**config.mk**
```make
export PLATFORM = sky130hd
export DESIGN_NAME = data_mem_ctrl
export DESIGN_NICKNAME = d
export VERILOG_FILES = /design/src/rtl/data_mem_ctrl.sv
export SDC_FILE = /design/constraint.sdc
export NUM_CORES = 2
export LEC_CHECK = 0
export BUFFER_PORTS_ARGS = -buffer_cell sky130_fd_sc_hd__buf_2
export CORE_ASPECT_RATIO = 2
export CORE_MARGIN = 8
export CORE_UTILIZATION = 45
export DETAILED_ROUTE_END_ITERATION = 16
export GPL_TIMING_DRIVEN = 0
export SYNTH_ARGS = -nofsm -noshare
export SYNTH_HDL_FRONTEND = slang
export SYNTH_SLANG_ARGS = --single-unit
```
**constraint.sdc**
```tcl
create_clock -name clk -period 5.2 [get_ports clk]
set_clock_uncertainty 0.2 [all_clocks]
set_input_delay 1.04 -clock clk [delete_from_list [all_inputs] [get_ports clk]]
set_output_delay 1.04 -clock clk [all_outputs]
set_load 0.03 [all_outputs]
```
**src/rtl/data_mem_ctrl.sv**
```systemverilog
// Multi-cycle data memory controller for the ld/sd pipeline stage.
// One access at a time: IDLE accepts, BUSY waits WAIT cycles, DONE pulses ack.
module data_mem_ctrl #(
  parameter int unsigned DEPTH = 32,
  parameter int unsigned WAIT  = 2
) (
  input  logic        clk,
  input  logic        rst_n,
  input  logic        MemRead,
  input  logic        MemWrite,
  input  logic [63:0] addr,
  input  logic [63:0] wdata,
  output logic [63:0] rdata,
  output logic        stall,
  output logic        ack,
  output logic        misalign
);

  localparam int unsigned AW = $clog2(DEPTH);

  typedef enum logic [1:0] {StIdle, StBusy, StDone} state_e;

  state_e        state_q, state_d;
  logic [3:0]    cnt_q, cnt_d;
  logic          op_wr_q, op_wr_d;
  logic [AW+2:0] addr_q, addr_d;
  logic [63:0]   wdata_q, wdata_d;
  logic          mis_q;
  logic [63:0]   rdata_q;
  logic [63:0]   mem [DEPTH];

  logic          req;
  logic          done_edge;
  logic          aligned;
  logic [AW-1:0] idx;

  // Address bits above the doubleword index wrap and are deliberately dropped.
  logic unused_addr;
  assign unused_addr = ^addr[63:AW+3];

  assign req       = MemRead | MemWrite;
  assign done_edge = (state_q == StBusy) && (cnt_q == 4'd0);
  assign aligned   = (addr_q[2:0] == 3'b000);
  assign idx       = addr_q[AW+2:3];

  always_comb begin
    state_d = state_q;
    cnt_d   = cnt_q;
    op_wr_d = op_wr_q;
    addr_d  = addr_q;
    wdata_d = wdata_q;
    unique case (state_q)
      StIdle: begin
        if (req) begin
          state_d = StBusy;
          cnt_d   = 4'(WAIT - 1);
          op_wr_d = MemWrite;  // a simultaneous read+write is a write only
          addr_d  = addr[AW+2:0];
          wdata_d = wdata;
        end
      end
      StBusy: begin
        if (cnt_q == 4'd0) begin
          state_d = StDone;
        end else begin
          cnt_d = cnt_q - 4'd1;
        end
      end
      StDone:  state_d = StIdle;
      default: state_d = StIdle;
    endcase
  end

  always_ff @(posedge clk) begin
    if (!rst_n) begin
      state_q <= StIdle;
      cnt_q   <= 4'd0;
      op_wr_q <= 1'b0;
      addr_q  <= '0;
      wdata_q <= 64'd0;
      mis_q   <= 1'b0;
      rdata_q <= 64'd0;
    end else begin
      state_q <= state_d;
      cnt_q   <= cnt_d;
      op_wr_q <= op_wr_d;
      addr_q  <= addr_d;
      wdata_q <= wdata_d;
      if (done_edge) begin
        mis_q <= ~aligned;
        if (aligned && !op_wr_q) begin
          rdata_q <= mem[idx];
        end
      end
    end
  end

  // Storage is never cleared; a reset on the completing edge suppresses the write.
  always_ff @(posedge clk) begin
    if (rst_n && done_edge && aligned && op_wr_q) begin
      mem[idx] <= wdata_q;
    end
  end

  assign rdata    = rdata_q;
  assign ack      = (state_q == StDone);
  assign misalign = (state_q == StDone) & mis_q;
  assign stall    = rst_n & (((state_q == StIdle) & req) | (state_q == StBusy));

endmodule

```
==> key figures <==
STA
  – Setup violators final: 8
  – Slew Viols, Final: 89
  – Setup TNS: -0.191 ns
  – Achievable clock frequency: 191 MHz
  – Setup ws final: -0.0316 ns
  – Slew headroom: -5.47%
  – Tmin final: 5.23 ns
  – Final Hold Fails: 0
  – Unrepaired setup endpoints after global routing: false
  – Worst-margin pin slew: 1.58 ns
  – Final hold slack: 0.259 ns
  – Crit share post-route: 101%

Worst setup path
  – Critical Path Start Type: flip-flop
  – Worst EP arrival: between 5 and 6 ns
  – Worst EP required: 5.49 ns
  – Worst-path maximum fanout: 16
  – CP endpoint kind: flip-flop
  – Critical path class: flip-flop to flip-flop

Worst hold path
  – Min-Delay Path Class: primary input to flip-flop

Die
  – Standard-cell rows: ~220
  – Height of the chip: approximately 620 um
  – Ports: just under 200
  – Core Area: 0.182 sq mm
  – Die Wd: ~320 um
  – Initial Util: between 40 and 50%
  – Die Area: just under 0.2 sq mm

Synthesis
  – Post-synth top flop: edfxtp_1
  – Yosys Warn Count: 0
  – Top post-synthesis cells by area: edfxtp_1 (75%), mux2i_1 (7.4%), mux4_2 (5.6%)
  – Register bit total from synthesis: 2192
  – Post-synth EDFFs: 2048
  – Sequential share of the synthesized area: 78.1%
  – Top cell type's share of synthesized area: between 70% and 80%
  – Leading area contributor after synthesis: edfxtp_1
  – Syn_nets: 4420
  – Post-Syn Area: 0.0824 sq mm
  – Syn Area/Cell: around 19 sq um
  – Ys async rst share: 0%
  – Synth unique cells: 55
  – Mapped Cells: 4286

Clock tree
  – CTS sink count: 2192
  – CTS tree: done
  – Root Driver: clkbuf_16
  – Post-CTS Setup Repair Bufs: 0
  – Worst skew pair latency: 0.82 ns
  – CTS max path bufs: 4
  – H-Tree Depth: 4
  – Reg clk slew, reported paths: 0.07 ns
  – TritonCTS buffer count: 186
  – Cts hold-fix bufs: 0

Power and ir drop
  – Static Leak: approximately 0.03 uW
  – Pwr/cell area: 396 mW/mm^2
  – Sw Ratio: 24.2%
  – Final total power: 37600 uW
  – Clock Power Share: between 30 and 40%
  – Flop pwr share: between 50% and 60%
  – NetSw: around 9100 uW
  – Max VDD drop: between 0.2 and 0.3 mV
  – Design internal power: 28500 uW
  – Combinational share of power: 8.4%

Place
  – Port buffer count: 142
  – HPWL Detailed: 193 mm
  – Routability cong.: 0.868
  – Placed cells: 6899

Drt
  – DR WL/cell: 38.7 um
  – Routed Wire Length: 280 mm
  – Via count: 45800
  – Post-DRT Antenna Nets: 0
  – Initial DRC count: 5254
  – Vias/cell: 6.33
  – DR DRC count: 0
  – Detailed Routing Iterations Pass 1: 5

Global route
  – Number of global-route vias before repair: 46200
  – Total track usage: a little over a quarter
  – GRT overflow: 0
  – Initial antenna violation count: 10
  – Wire length of the first global-routing pass: 376 mm
  – Largest net degree at the start of global routing: 34

Layout
  – Most common cell after layout, fill and taps aside: edfxtp_1
  – Syn-to-layout area delta: 15.2%
  – Commonest non-fill, non-tap cells in the layout: edfxtp_1 (2048), mux2i_1 (612), buf_2 (255), o22ai_1 (235), mux4_2 (204)
  – Finished Layout Cells: between 7000 and 8000
  – Share of cells above drive strength 1: 19.6%
  – Nets: slightly below 5000

Run
  – Max Cap Viol: 8

Status
  – Failing checks: capacitance limit, slew limit, setup timing
  – Status: complete, but fails checks
[power groups by stage]
stage | clock network, uW | registers (uW) | logic (uW)
after floorplan | 0 | 20400 | 1580
after global placement | 0 | 20600 | 3060
after detailed placement | 0 | 20600 | 3130
after CTS | 14200 | 20200 | 3140
after global routing | 14800 | 20300 | 3230
final | 14200 | 20200 | 3170
[registers in the layout, summed over array words and instances, names as in the netlist]
name	count
rdata	64
wdata_q	64
cnt_q	4
state_q	2
op_wr_q	1
mis_q	1
addr_q	8
mem	2048
[worst max-delay path, cell delays in order (launching register included)]
cell	delay, ns
dfxtp_1	0.38
buf_4	0.19
buf_6	0.17
buf_4	0.34
buf_2	0.51
clkbuf_1	0.69
nand3b_1	0.77
nor2_4	0.86
buf_12	0.27
buf_12	0.22
buf_16	0.20
[layer usage]
layer	vias up	GRT usage, %	wire length (um)
met1	23900	29.3	89300
met5	-	0	0
li1	18400	-	-
met3	807	5.15	23500
met2	2705	48.7	143000
met4	0	19.3	23800
[Yosys cell counts, types with 13 or more instances]
library cell	count
o221ai_1	25
nand2_1	161
buf_4	38
a221oi_1	44
a31oi_1	43
a22oi_1	47
o21ai_0	122
a2111oi_0	37
clkbuf_1	92
or4_1	36
nor2_1	70
nor4_1	13
dfxtp_1	144
buf_2	112
mux2i_1	612
mux4_2	204
o22ai_1	235
edfxtp_1	2048
a21oi_1	112
[what timing repair did]
action / in CTS / in global routing
resized for setup: 1 / 0
endpoints found under the setup margin: 11 / 0
hold endpoints to repair: 0 / 0
[worst paths after layout]
path | startpoint | to | slack (ns) | cells after the start
worst max register to register | addr_q[3] | mem[9][9] | -0.03 | 10
worst max-delay path | addr_q[3] | mem[9][9] | -0.03 | 10
worst min-delay path | wdata[18] | wdata_q[18] | 0.26 | 3
worst min register to register | addr_q[0] | addr_q[0] | 0.26 | 2
[metrics by stage]
step	util (%)	worst slack (ns)	cell area (sq um)
after global placement	47.2	-5.67	86100
final	52.0	-0.0316	95000
after CTS	52.0	0.0978	94900
after floorplan	-	0.200	82400
after global routing	52.0	0.0425	94900
after detailed placement	48.7	0.000158	88900
[layout make-up]
class	count	area, sq um
sequential	2192	64400
timing repair buffer	261	3280
fill	14300	87500
antenna	4	10.0
multi-input combinational	1831	17000
clock buffer	253	5140
inverter	5	18.8
buffer	258	1350
tap	2352	2940
clock inverter	79	875
[kinds of logic after synthesis]
family	synth area share (%)
flops	78.1
fa+ha+maj	0.0303
compound gates	5.14
simple gates	2.01
buf+inv	1.65
xor+xnor	0.0212
mux	13.1
No activity file was read; power rests on OpenSTA's default activity.
